<file path="config.mk">
export PLATFORM = sky130hd
export DESIGN_NAME = float_copro_issue_flat
export DESIGN_NICKNAME = d
export VERILOG_FILES = /design/src/rtl/float_copro_issue_if.sv /design/src/rtl/float_copro_issue.sv /design/src/flat_wrapper.sv
export SDC_FILE = /design/constraint.sdc
export NUM_CORES = 1
export LEC_CHECK = 0
export ABC_CLOCK_PERIOD_IN_PS = 5300
export CORE_UTILIZATION = 42
export DETAILED_ROUTE_END_ITERATION = 12
export PLACE_DENSITY_LB_ADDON = 0.1
export SLEW_MARGIN = 20
export SYNTH_ARGS = -nofsm -noshare
export SYNTH_HDL_FRONTEND = slang
export SYNTH_SLANG_ARGS = --single-unit
</file>
<file path="constraint.sdc">
create_clock -name clk -period 5.3 [get_ports clk]
set_input_delay 0.795 -clock clk [delete_from_list [all_inputs] [get_ports clk]]
set_output_delay 0.795 -clock clk [all_outputs]
set_load 0.03 [all_outputs]
</file>
<file path="src/rtl/float_copro_issue_if.sv">
// Bus bundle between the LM32 user-instruction port, the issue sequencer and float_copro.
// The master modport is the issue sequencer; the slave modport is the CPU/coprocessor side.
interface float_copro_issue_if;
  logic        cpu_start;
  logic [10:0] cpu_opcode;
  logic [31:0] cpu_op0;
  logic [31:0] cpu_op1;
  logic        cpu_done;
  logic [31:0] cpu_result;
  logic        cpu_error;
  logic        cpu_busy;
  logic        copro_valid;
  logic        copro_accept;
  logic [10:0] copro_opcode;
  logic [31:0] copro_op0;
  logic [31:0] copro_op1;
  logic        copro_complete;
  logic [31:0] copro_result;

  modport master (
    input  cpu_start, cpu_opcode, cpu_op0, cpu_op1, copro_complete, copro_result,
    output cpu_done, cpu_result, cpu_error, cpu_busy,
    output copro_valid, copro_accept, copro_opcode, copro_op0, copro_op1
  );

  modport slave (
    output cpu_start, cpu_opcode, cpu_op0, cpu_op1, copro_complete, copro_result,
    input  cpu_done, cpu_result, cpu_error, cpu_busy,
    input  copro_valid, copro_accept, copro_opcode, copro_op0, copro_op1
  );
endinterface

</file>
<file path="src/rtl/float_copro_issue.sv">
// Issue/handshake sequencer between the LM32 user-instruction port and float_copro.
// Holds a request on the copro_* bus, runs valid/complete/accept and returns a one-cycle done pulse.
module float_copro_issue #(
  parameter logic [10:0] MAX_OPCODE = 11'd3,
  parameter int unsigned TIMEOUT    = 64,
  parameter logic [31:0] NAN_RESULT = 32'h7FC0_0000
) (
  input  logic                clk,
  input  logic                reset_n,
  float_copro_issue_if.master bus,
  output logic [15:0]         op_count
);

  localparam int unsigned      TMO_W    = (TIMEOUT > 1) ? $clog2(TIMEOUT) : 1;
  localparam logic [TMO_W-1:0] TMO_LAST = TMO_W'(TIMEOUT - 1);

  typedef enum logic [2:0] {
    S_IDLE  = 3'd0,
    S_ISSUE = 3'd1,
    S_WAIT  = 3'd2,
    S_ACK   = 3'd3,
    S_DONE  = 3'd4
  } state_e;

  state_e           state_q, state_d;
  logic [TMO_W-1:0] tmo_q, tmo_d;
  logic             copro_valid_q, copro_valid_d;
  logic             copro_accept_q, copro_accept_d;
  logic             cpu_done_q, cpu_done_d;
  logic             cpu_busy_q, cpu_busy_d;
  logic             cpu_error_q, cpu_error_d;
  logic [31:0]      cpu_result_q, cpu_result_d;
  logic [10:0]      copro_opcode_q, copro_opcode_d;
  logic [31:0]      copro_op0_q, copro_op0_d;
  logic [31:0]      copro_op1_q, copro_op1_d;
  logic [15:0]      op_count_q, op_count_d;
  logic             opcode_legal_s;

  assign opcode_legal_s = (bus.cpu_opcode <= MAX_OPCODE);

  // State register.
  always_ff @(posedge clk or negedge reset_n) begin
    if (!reset_n) begin
      state_q <= S_IDLE;
    end else begin
      state_q <= state_d;
    end
  end

  // Next-state logic; complete outside WAIT and start outside IDLE are ignored.
  always_comb begin
    state_d = state_q;
    case (state_q)
      S_IDLE: begin
        if (bus.cpu_start) begin
          state_d = opcode_legal_s ? S_ISSUE : S_DONE;
        end else begin
          state_d = S_IDLE;
        end
      end
      S_ISSUE: state_d = S_WAIT;
      S_WAIT: begin
        if (bus.copro_complete) begin
          state_d = S_ACK;
        end else if (tmo_q == TMO_LAST) begin
          state_d = S_DONE;
        end else begin
          state_d = S_WAIT;
        end
      end
      S_ACK:   state_d = S_DONE;
      S_DONE:  state_d = S_IDLE;
      default: state_d = S_IDLE;
    endcase
  end

  // Output/datapath next values; handshake outputs decode the state being entered so they are flops.
  always_comb begin
    tmo_d          = tmo_q;
    cpu_result_d   = cpu_result_q;
    cpu_error_d    = cpu_error_q;
    copro_opcode_d = copro_opcode_q;
    copro_op0_d    = copro_op0_q;
    copro_op1_d    = copro_op1_q;
    op_count_d     = op_count_q;
    case (state_q)
      S_IDLE: begin
        if (bus.cpu_start && opcode_legal_s) begin
          copro_opcode_d = bus.cpu_opcode;
          copro_op0_d    = bus.cpu_op0;
          copro_op1_d    = bus.cpu_op1;
        end else if (bus.cpu_start) begin
          cpu_result_d = NAN_RESULT;
          cpu_error_d  = 1'b1;
        end else begin
          tmo_d = tmo_q;
        end
      end
      S_ISSUE: tmo_d = {TMO_W{1'b0}};
      S_WAIT: begin
        if (bus.copro_complete) begin
          cpu_result_d = bus.copro_result;
          cpu_error_d  = 1'b0;
        end else if (tmo_q == TMO_LAST) begin
          cpu_result_d = NAN_RESULT;
          cpu_error_d  = 1'b1;
        end else begin
          tmo_d = tmo_q + TMO_W'(1'b1);
        end
      end
      S_ACK: tmo_d = tmo_q;
      S_DONE: begin
        if (!cpu_error_q && (op_count_q != 16'hFFFF)) begin
          op_count_d = op_count_q + 16'd1;
        end else begin
          op_count_d = op_count_q;
        end
      end
      default: tmo_d = tmo_q;
    endcase
    copro_valid_d  = (state_d == S_ISSUE) || (state_d == S_WAIT) || (state_d == S_ACK);
    copro_accept_d = (state_d == S_ACK);
    cpu_done_d     = (state_d == S_DONE);
    cpu_busy_d     = (state_d != S_IDLE);
  end

  // Registered outputs and datapath; reset drops copro_valid without waiting for a clock.
  always_ff @(posedge clk or negedge reset_n) begin
    if (!reset_n) begin
      tmo_q          <= {TMO_W{1'b0}};
      copro_valid_q  <= 1'b0;
      copro_accept_q <= 1'b0;
      cpu_done_q     <= 1'b0;
      cpu_busy_q     <= 1'b0;
      cpu_error_q    <= 1'b0;
      cpu_result_q   <= 32'h0000_0000;
      copro_opcode_q <= 11'd0;
      copro_op0_q    <= 32'h0000_0000;
      copro_op1_q    <= 32'h0000_0000;
      op_count_q     <= 16'h0000;
    end else begin
      tmo_q          <= tmo_d;
      copro_valid_q  <= copro_valid_d;
      copro_accept_q <= copro_accept_d;
      cpu_done_q     <= cpu_done_d;
      cpu_busy_q     <= cpu_busy_d;
      cpu_error_q    <= cpu_error_d;
      cpu_result_q   <= cpu_result_d;
      copro_opcode_q <= copro_opcode_d;
      copro_op0_q    <= copro_op0_d;
      copro_op1_q    <= copro_op1_d;
      op_count_q     <= op_count_d;
    end
  end

  assign bus.copro_valid  = copro_valid_q;
  assign bus.copro_accept = copro_accept_q;
  assign bus.copro_opcode = copro_opcode_q;
  assign bus.copro_op0    = copro_op0_q;
  assign bus.copro_op1    = copro_op1_q;
  assign bus.cpu_done     = cpu_done_q;
  assign bus.cpu_busy     = cpu_busy_q;
  assign bus.cpu_error    = cpu_error_q;
  assign bus.cpu_result   = cpu_result_q;
  assign op_count         = op_count_q;

endmodule

</file>
<file path="src/flat_wrapper.sv">
// flat-port wrapper written by rule: the top's interface ports become plain ports
module float_copro_issue_flat 
#(
  parameter logic [10:0] MAX_OPCODE = 11'd3,
  parameter int unsigned TIMEOUT    = 64,
  parameter logic [31:0] NAN_RESULT = 32'h7FC0_0000
)
  (clk, reset_n, op_count, bus_cpu_start, bus_cpu_opcode, bus_cpu_op0, bus_cpu_op1, bus_copro_complete, bus_copro_result, bus_cpu_done, bus_cpu_result, bus_cpu_error, bus_cpu_busy, bus_copro_valid, bus_copro_accept, bus_copro_opcode, bus_copro_op0, bus_copro_op1);
  float_copro_issue_if bus_i ();
  input  logic clk;
  input  logic reset_n;
  output logic [15:0] op_count;
  input wire logic [$bits(bus_i.cpu_start)-1:0] bus_cpu_start;
  input wire logic [$bits(bus_i.cpu_opcode)-1:0] bus_cpu_opcode;
  input wire logic [$bits(bus_i.cpu_op0)-1:0] bus_cpu_op0;
  input wire logic [$bits(bus_i.cpu_op1)-1:0] bus_cpu_op1;
  input wire logic [$bits(bus_i.copro_complete)-1:0] bus_copro_complete;
  input wire logic [$bits(bus_i.copro_result)-1:0] bus_copro_result;
  output wire logic [$bits(bus_i.cpu_done)-1:0] bus_cpu_done;
  output wire logic [$bits(bus_i.cpu_result)-1:0] bus_cpu_result;
  output wire logic [$bits(bus_i.cpu_error)-1:0] bus_cpu_error;
  output wire logic [$bits(bus_i.cpu_busy)-1:0] bus_cpu_busy;
  output wire logic [$bits(bus_i.copro_valid)-1:0] bus_copro_valid;
  output wire logic [$bits(bus_i.copro_accept)-1:0] bus_copro_accept;
  output wire logic [$bits(bus_i.copro_opcode)-1:0] bus_copro_opcode;
  output wire logic [$bits(bus_i.copro_op0)-1:0] bus_copro_op0;
  output wire logic [$bits(bus_i.copro_op1)-1:0] bus_copro_op1;
  assign bus_i.cpu_start = bus_cpu_start;
  assign bus_i.cpu_opcode = bus_cpu_opcode;
  assign bus_i.cpu_op0 = bus_cpu_op0;
  assign bus_i.cpu_op1 = bus_cpu_op1;
  assign bus_i.copro_complete = bus_copro_complete;
  assign bus_i.copro_result = bus_copro_result;
  assign bus_cpu_done = bus_i.cpu_done;
  assign bus_cpu_result = bus_i.cpu_result;
  assign bus_cpu_error = bus_i.cpu_error;
  assign bus_cpu_busy = bus_i.cpu_busy;
  assign bus_copro_valid = bus_i.copro_valid;
  assign bus_copro_accept = bus_i.copro_accept;
  assign bus_copro_opcode = bus_i.copro_opcode;
  assign bus_copro_op0 = bus_i.copro_op0;
  assign bus_copro_op1 = bus_i.copro_op1;
  float_copro_issue #(.MAX_OPCODE(MAX_OPCODE), .TIMEOUT(TIMEOUT), .NAN_RESULT(NAN_RESULT)) u_core (.clk(clk), .reset_n(reset_n), .bus(bus_i), .op_count(op_count));
endmodule
</file>
======== After elaboration in Yosys (flattened, before gate mapping) ========
Index checks and enable logic that the tools add are counted.
storage, ports and cells
  register bits after elaboration ......... 137
  bits in latches ......................... 0
  memory bits (read-only) ................. 0
  memories ................................ 0
  RAM bits ................................ 0
  word-level logic and storage cells ...... 61
  output and inout port bits .............. 128
  input port bits ......................... 111
cells by class
  equal/unequal tests ..................... 15
  divide/modulo/power cells ............... 0
  $mul .................................... 0
  bitwise gates (word level) .............. 0
  shift operators ......................... 0
  reduce and logical (&&, ||, !) cells .... 13
  mux-type cells .......................... 18
  add/sub/neg operators ................... 2
  order comparisons ....................... 1
operators with widths
  cell                                                   number
  two-way mux 32 bit                                     4
  one-hot mux 32 bit (2 select lines)                    1
  adder 16 x 1 -> 16 bit, second input constant          1
  inequality test 16 bit, second input constant          1
  equality test 3 x 2 -> 1 bit, second input constant    4
  two-way mux 3 bit                                      4
  two-way mux 6 bit                                      2
  one-hot mux 3 bit (4 select lines)                     1
  one-hot mux 6 bit (2 select lines)                     1
  <= comparator 11 x 2 -> 1 bit, second input constant   1
  inequality test 2 bit, second input constant           4
  adder 6 x 1 -> 6 bit, second input constant            1
  equality test 3 x 1 -> 1 bit, second input constant    2
  equality test 3 bit, second input constant             2
  equality test 6 bit, second input constant             1
  two-way mux 1 bit                                      4
  AND reduction 2 bit                                    2
  AND reduction 4 bit                                    1
  nonzero test 2 bit                                     2
  logical NOT 3 bit                                      1
  inequality test 3 x 2 -> 1 bit, second input constant  1
  AND reduction 3 bit                                    1
  nonzero test 3 bit                                     1
  logical AND 1 bit                                      2
  other kinds (3)                                        4

======== Logic depth before layout (Yosys ltp) ========
Gate-level depths: netlist of the first run.
  depth after elaboration ................. 7
  gate-level depth with buffers ........... 8
  gate-level depth less buffers ........... 6

======== Worst setup path after synthesis of the first run ========
Ideal clock, no wire load.
  kind .................................... input-to-reg
  from .................................... input bus_cpu_opcode[6]
  to ...................................... register u_core.copro_op0_q[19], in the netlist u_core.bus.copro_op0[19]
  data arrival time ....................... 2.172 ns
  setup time .............................. 0.128 ns
  path buffers ............................ 3
  required time ........................... 5.172 ns
  setup slack ............................. 3.000 ns
  stages .................................. 7
  cells stage by stage .................... nor4_1 nand3_1 or2_1 clkbuf_1 buf_2 buf_2 mux2_1
between the ends
  longest elaborated chain between the ends .. 3
RTL lines
  item                                  line                      source
  start: declaration                    flat_wrapper.sv:14        input wire logic [$bits(bus_i.cpu_opcode)-1:0] bus_cpu_opcode;
  <= comparator 11 x 2 -> 1 bit         float_copro_issue.sv:39   assign opcode_legal_s = (bus.cpu_opcode <= MAX_OPCODE);
  logical AND 1 bit                     float_copro_issue.sv:88   if (bus.cpu_start && opcode_legal_s) begin
  AND reduction 2 bit (no source line)  -
  end signal: assignment                float_copro_issue.sv:150  copro_op0_q <= copro_op0_d;
  end: declaration                      float_copro_issue.sv:34   logic [31:0] copro_op0_q, copro_op0_d;
No other way between the ends.
A chain may end at the register's enable or synchronous reset.

======== Worst setup path in the final report of the first run ========
  from .................................... input bus_copro_complete
  to ...................................... register u_core.cpu_result_q[7], in the netlist u_core.bus.cpu_result[7]
between the ends
  longest elaborated chain between the ends .. 2
  elaborated cells on any way between the ends .. 4
  those cells by class .................... eq/ne: 1; mux: 2; reduce/logical: 1
RTL lines
  item                                                                                                line                      source
  start: declaration                                                                                  flat_wrapper.sv:17        input wire logic [$bits(bus_i.copro_complete)-1:0] bus_copro_complete;
  inequality test 3 x 2 -> 1 bit (no source line) / two-way mux 32 bit (equally long branches)        -
  AND reduction 4 bit (no source line) / one-hot mux 32 bit (2 select lines) (equally long branches)  -
  end signal: assignment                                                                              float_copro_issue.sv:148  cpu_result_q <= cpu_result_d;
  end: declaration                                                                                    float_copro_issue.sv:32   logic [31:0] cpu_result_q, cpu_result_d;
Parallel ways exist; a longest one is shown, timed or not.

==> results of run 1 <==
logic make-up (layout without fill, tap and decap cells):
family / after synthesis / count (layout) / synth area share
flops: 137 / 137 / 0.644
simple gates: 73 / 73 / 0.0781
mux: 66 / 66 / 0.140
compound gates: 63 / 63 / 0.0919
buf+inv: 23 / 272 / 0.0183
xor+xnor: 14 / 14 / 0.0230
fa+ha+maj: 2 / 2 / 0.00470
power groups by stage:
stage               logic, uW  registers, uW  clock network (uW)
finish                    647           1240                1010
global route              690           1250                1080
CTS                       655           1240                1040
detailed placement        650           1250                   0
global placement          637           1250                   0
floorplan                 180           1400                   0
Yosys cell counts (2+ instances only):
cell type,instances
a21oi_1,6
a22o_1,24
a22oi_1,3
and2_1,10
and3_1,4
buf_1,5
buf_2,3
clkbuf_1,10
dfrtp_1,137
ha_1,2
inv_1,4
mux2_1,20
mux2_2,46
nand2_1,14
nand2b_1,2
nand3_1,12
nand4_1,7
nor2_1,3
nor2_2,4
nor3_1,6
nor4_1,2
o21a_1,2
o21ai_0,7
o22a_1,9
o2bb2ai_1,2
o31ai_1,2
or2_1,2
xnor2_1,10
xor2_1,4
worst max-delay path, stage by stage:
cell	delay (ps)
clkdlybuf4s50_1	520
a21oi_1	500
o2bb2ai_1	170
nand2_1	630
a22o_1	240
cell type report:
cell class | instances | area [sq um] | area share
Clock buffer | 25 | 485 | 0.0582
Clock inverter | 4 | 20.0 | 0.00240
Inverter | 4 | 15.0 | 0.00180
Multi-Input combinational cell | 218 | 1800 | 0.215
Sequential cell | 137 | 3430 | 0.411
Tap cell | 168 | 210 | 0.0252
Timing Repair Buffer | 239 | 2390 | 0.286
stage by stage:
step                hold WS [ps]  instance area (sq um)
floorplan                    499                   5320
global placement             469                   7840
detailed placement           471                   7840
CTS                          488                   8350
global route                 493                   8350
finish                       444                   8350
state kept, by name, summed over array words and instances (netlist names):
register and cells:
u_core.bus.cpu_result 32, u_core.bus.copro_op0 32, u_core.bus.cpu_done 1, u_core.bus.copro_opcode 11
u_core.bus.cpu_busy 1, u_core.bus.copro_op1 32, u_core.op_count 16, u_core.bus.copro_accept 1
u_core.state_q 3, u_core.tmo_q 6, u_core.bus.cpu_error 1, u_core.bus.copro_valid 1
worst max-delay path by stage:
stage	cells past startpoint	slack, ps	startpoint	endpoint
5_1_grt	6	2610	u_core.tmo_q[0]	u_core.bus.cpu_result[7]
3_5_place_dp	5	2410	bus_copro_complete	u_core.bus.cpu_result[1]
2_1_floorplan	7	3000	bus_cpu_opcode[6]	u_core.bus.copro_op0[19]
6_report	5	2790	bus_copro_complete	u_core.bus.cpu_result[7]
4_1_cts	6	2810	u_core.tmo_q[0]	u_core.bus.cpu_result[7]
3_3_place_gp	5	2440	bus_copro_complete	u_core.bus.cpu_result[8]
per-layer routing:
layer	vias to the layer above	routed length (um)	track usage
met1	1983	4960	0.230
met4	0	408	0.108
li1	1842	-	-
met3	28	1230	0.0990
met2	149	6920	0.367
met5	-	0	0
==> flow_summary.json, run 1 <==
{
  "die_height_um": 115,
  "ys_ff_latch": 137,
  "final_cell_mix": "237 x clkdlybuf4s50_1, 137 x dfrtp_1, 46 x mux2_2",
  "synth_ff_type": "dfrtp_1",
  "vias": 4002,
  "rr_worst_depth": 6,
  "fin_worst_skew_ps": 6.69,
  "area_growth_pct": 56.9,
  "io_buffers": 238,
  "postCtsSetupRepairBufs": 0,
  "outcome": "finished, final reports clean",
  "async_reset_ff_frac": 1.00,
  "n_antenna_cell": 0,
  "r2r-start": "u_core.tmo_q[0]",
  "p_int_uw": 2070,
  "rows": 40,
  "clkPwrFrac": 0.350,
  "drt-wirelength-per-cell_um": 17.0,
  "leakage_uw": 0.00376,
  "syn_avg_cell_area_sq_um": 14.1,
  "start_util": 0.438,
  "worst_slew_pin_slew_ps": 1010,
  "cts_sinks": 137,
  "period_minus_slack_ps": 2510,
  "cp_max_fo": 23,
  "syn_nets": 491,
  "synth_cell_types": 45,
  "fin_nets": 730,
  "cts.clk_slew.worst_paths_ps": 50,
  "clk_path_buf_depth": 2,
  "grt_pass1_wl_um": 21400,
  "power.total_uw": 2900,
  "cts-root-buf": "clkbuf_16",
  "tns_ps": 0,
  "place_ws_ps": 2410,
  "yosysTopAreaCell": "dfrtp_1",
  "htreeDepth": 4,
  "cts_hold_buffers": 0,
  "cp-end-kind": "flip-flop",
  "start_kind": "input pin",
  "numCtsBuffers": 17,
  "firstDrtPassIters": 4,
  "crit_required_ps": 5640,
  "grt_overflow_total": 0,
  "synth_cells": 378,
  "synthTopCellsByArea": "dfrtp_1 64%, mux2_2 9.7%, mux2_1 4.2%, a22o_1 4.0%, xnor2_1 1.6%",
  "drv_cap": 0,
  "rsz0062_at_grt": "false",
  "power_density_nw_per_um2": 348,
  "io_pins": 239,
  "layout_commonest_cell": "clkdlybuf4s50_1",
  "fin_crit_sh": 0.474,
  "grt_max_degree": 94,
  "yosys_warnings": 0,
  "worst_slack_ps": 2790,
  "nFillCells": 938,
  "place.gp.congestion": 0.744,
  "hp-class": "in2async",
  "die_x_um": 115,
  "power.switching_uw": 831,
  "clk_latency_ps": 410,
  "fmaxAchievable_ghz": 0.398,
  "drc_errors": 0,
  "drv_slew": 0,
  "rrSetupSlack_ps": 2800,
  "timing.rr.end": "u_core.bus.cpu_result[7]",
  "final_layout_size_suffix_gt1_frac": 0.129,
  "drt_iter0_drc": 187,
  "synth-seq-area-share": 0.644,
  "grt_use_total": 0.217,
  "core_sq_um": 12200,
  "fp.dieArea_sq_um": 13100,
  "syn_area_sq_um": 5320,
  "synth_top_area_frac": 0.644,
  "comb_power_share": 0.223,
  "via_per_inst": 5.03,
  "synth_enable_flop_cells": 0,
  "placed_cells": 766,
  "stdcell_count": 795,
  "hpwl_um": 9640,
  "post-route-util": 0.686,
  "crit_arrival_ps": 2860,
  "antenna_left": 0,
  "cts_tree": "done",
  "routed_wl_um": 13500,
  "switching_share": 0.286,
  "seqPwrFrac": 0.427,
  "grt_pass1_vias": 4339,
  "final-setup-viol-count": 0,
  "worstSetupPathType": "in2reg",
  "cts-resized-gates": 0,
  "hold_viol_final": 0,
  "vdd_drop_max_mv": 0.233,
  "relSlewSlack": 0.328,
  "antenna_found_initial": 0
}
Note: power is estimated with default switching activity, not from simulation.
==> inputs of run 2 (changes only) <==
--- a/config.mk
+++ b/config.mk
@@ -5,7 +5,7 @@
 export SDC_FILE = /design/constraint.sdc
 export NUM_CORES = 1
 export LEC_CHECK = 0
-export ABC_CLOCK_PERIOD_IN_PS = 5300
+export ABC_CLOCK_PERIOD_IN_PS = 2400
 export CORE_UTILIZATION = 42
 export DETAILED_ROUTE_END_ITERATION = 12
 export PLACE_DENSITY_LB_ADDON = 0.1
==> constraint.sdc (replaced) <==
create_clock -name clk -period 2.4 [get_ports clk]
set_input_delay 0.36 -clock clk [delete_from_list [all_inputs] [get_ports clk]]
set_output_delay 0.36 -clock clk [all_outputs]
set_load 0.03 [all_outputs]
==> run 2 against run 1 <==
Non-clock buffer count increased by 12; final area increased by 2.9%; clock skew about the same; critical path type is now reg2reg; largest cell class unchanged; die area stayed put; total power is 140% higher; highest routed layer unchanged; flip-flop and latch count unchanged.
==> flow_summary.json, run 2 (synthesis results as in run 1) <==
{
  "cp_max_fo": 13,
  "layout_commonest_cell": "clkdlybuf4s50_1",
  "detailed_place.area_sq_um": 7960,
  "nFillCells": 895,
  "period_minus_slack_ps": 2080,
  "clk_latency_ps": 410,
  "cts-root-buf": "clkbuf_16",
  "power.switching_uw": 1900,
  "p_int_uw": 4990,
  "die_x_um": 115,
  "critPathMaxStageDelay_ps": 580,
  "crit_required_ps": 2700,
  "final_area_sq_um": 8590,
  "htreeDepth": 4,
  "fin_crit_sh": 0.869,
  "start_kind": "flip-flop",
  "crit_arrival_ps": 2380,
  "vias": 4068,
  "numCtsBuffers": 17,
  "grt_use_total": 0.219,
  "power_density_nw_per_um2": 802,
  "fin_nets": 742,
  "outcome": "finished, final reports clean",
  "switching_share": 0.276,
  "via_per_inst": 5.02,
  "final-setup-viol-count": 0,
  "hpwl_um": 9810,
  "place.gp.congestion": 0.794,
  "seq_area_sq_um": 3430,
  "antenna_found_initial": 0,
  "clk_path_buf_depth": 2,
  "worstSetupPathType": "reg2reg",
  "seqPwrFrac": 0.394,
  "crit_family": "simple AND/OR/NAND/NOR gates",
  "io_buffers": 238,
  "fmaxAchievable_ghz": 0.480,
  "grt_max_degree": 60,
  "rsz0062_at_grt": "false",
  "worst_slew_pin_slew_ps": 587,
  "cp-end-kind": "flip-flop",
  "cts_sinks": 137,
  "die_height_um": 115,
  "fin_worst_skew_ps": 6.86,
  "area_growth_pct": 61.4,
  "grt_pass1_wl_um": 21700,
  "clkPwrFrac": 0.391,
  "hold_viol_final": 0,
  "drv_cap": 0,
  "drt-wirelength-per-cell_um": 17.0,
  "n_antenna_cell": 0,
  "tns_ps": 0,
  "comb_power_share": 0.215,
  "final_cell_mix": "237 x clkdlybuf4s50_1, 137 x dfrtp_1, 46 x mux2_2",
  "grt_overflow_total": 0,
  "cts_tree": "done",
  "antenna_left": 0,
  "firstDrtPassIters": 4,
  "vdd_drop_max_mv": 0.534,
  "crit_buf_inv": 0,
  "core_sq_um": 12200,
  "final_layout_size_suffix_gt1_frac": 0.151,
  "grt_pass1_vias": 4363,
  "drt_iter0_drc": 232,
  "drc_errors": 0,
  "crit_chain": "or4b_4, nor4_2, nand3_1, xnor2_1",
  "fp.dieArea_sq_um": 13100,
  "routed_wl_um": 13800,
  "cts.clk_slew.worst_paths_ps": 50,
  "leakage_uw": 0.00389,
  "io_pins": 239,
  "relSlewSlack": 0.599,
  "drv_slew": 0,
  "rows": 40,
  "multi_input_area_sq_um": 1800,
  "cpMaxStageDelayCell": "dfrtp_1",
  "start_util": 0.438,
  "cts-resized-gates": 0,
  "hp-class": "in2async"
}
[run 2: path summary, 6_finish.rpt]
check                                             from                          end  slack, ps  depth (start not counted)
max reg2reg                          u_core.state_q[2]          u_core.op_count[13]        320                          4
min                                            reset_n           u_core.op_count[6]        470                          2
max in group asynchronous                      reset_n     u_core.bus.cpu_result[1]       1200                          3
max                                  u_core.state_q[2]          u_core.op_count[13]        320                          4
min in group clk           u_core.bus.copro_opcode[10]  u_core.bus.copro_opcode[10]        480                          1
min reg2reg                u_core.bus.copro_opcode[10]  u_core.bus.copro_opcode[10]        480                          1
[run 2: repair_timing]
item / CTS / global route
hold buffers: 1 / 0
endpoints found under the hold margin: 52 / 0
buffers inserted: 0 / 0
[run 2: metal layers]
layer,track usage,part of all wire,vias up
li1,-,-,1871
met1,0.241,0.37,2021
met2,0.369,0.52,154
met3,0.107,0.093,22
met4,0.0788,0.019,0
met5,0,0,-
[run 2: layout make-up]
| class | count | share of cell area |
|---|---|---|
| clock inverters | 7 | 0.0131 |
| flip-flops and latches | 137 | 0.399 |
| clock buffers | 25 | 0.0588 |
| inverters | 4 | 0.00175 |
| well taps | 168 | 0.0245 |
| multi-input cells | 218 | 0.209 |
| repair buffers | 251 | 0.293 |
[run 2: power groups by stage]
stage | sequential (uW) | combinational [uW] | clock, uW
finish | 2720 | 1480 | 2700
global route | 2750 | 1580 | 2840
CTS | 2720 | 1490 | 2750
detailed placement | 2750 | 1490 | 0
global placement | 2740 | 1460 | 0
floorplan | 3080 | 398 | 0
[run 2: metrics by stage]
stage,power (uW),utilization,worst slack (ps),hold slack (ps),std cells
after floorplan,3480,-,436,64.4,378
after global placement,4200,0.655,225,339,777
after detailed placement,4240,0.655,183,344,777
after CTS,6960,0.706,292,477,810
after global routing,7170,0.706,169,504,810
final,6890,0.706,316,468,810
==> inputs of run 3 (changes only) <==
--- a/config.mk
+++ b/config.mk
@@ -9,6 +9,7 @@
 export CORE_UTILIZATION = 42
 export DETAILED_ROUTE_END_ITERATION = 12
 export PLACE_DENSITY_LB_ADDON = 0.1
+export SKIP_LAST_GASP = 1
 export SLEW_MARGIN = 20
 export SYNTH_ARGS = -nofsm -noshare
 export SYNTH_HDL_FRONTEND = slang
==> results of run 3 <==
Same layout as run 2: the final DEF is identical, and so are final timing and power.
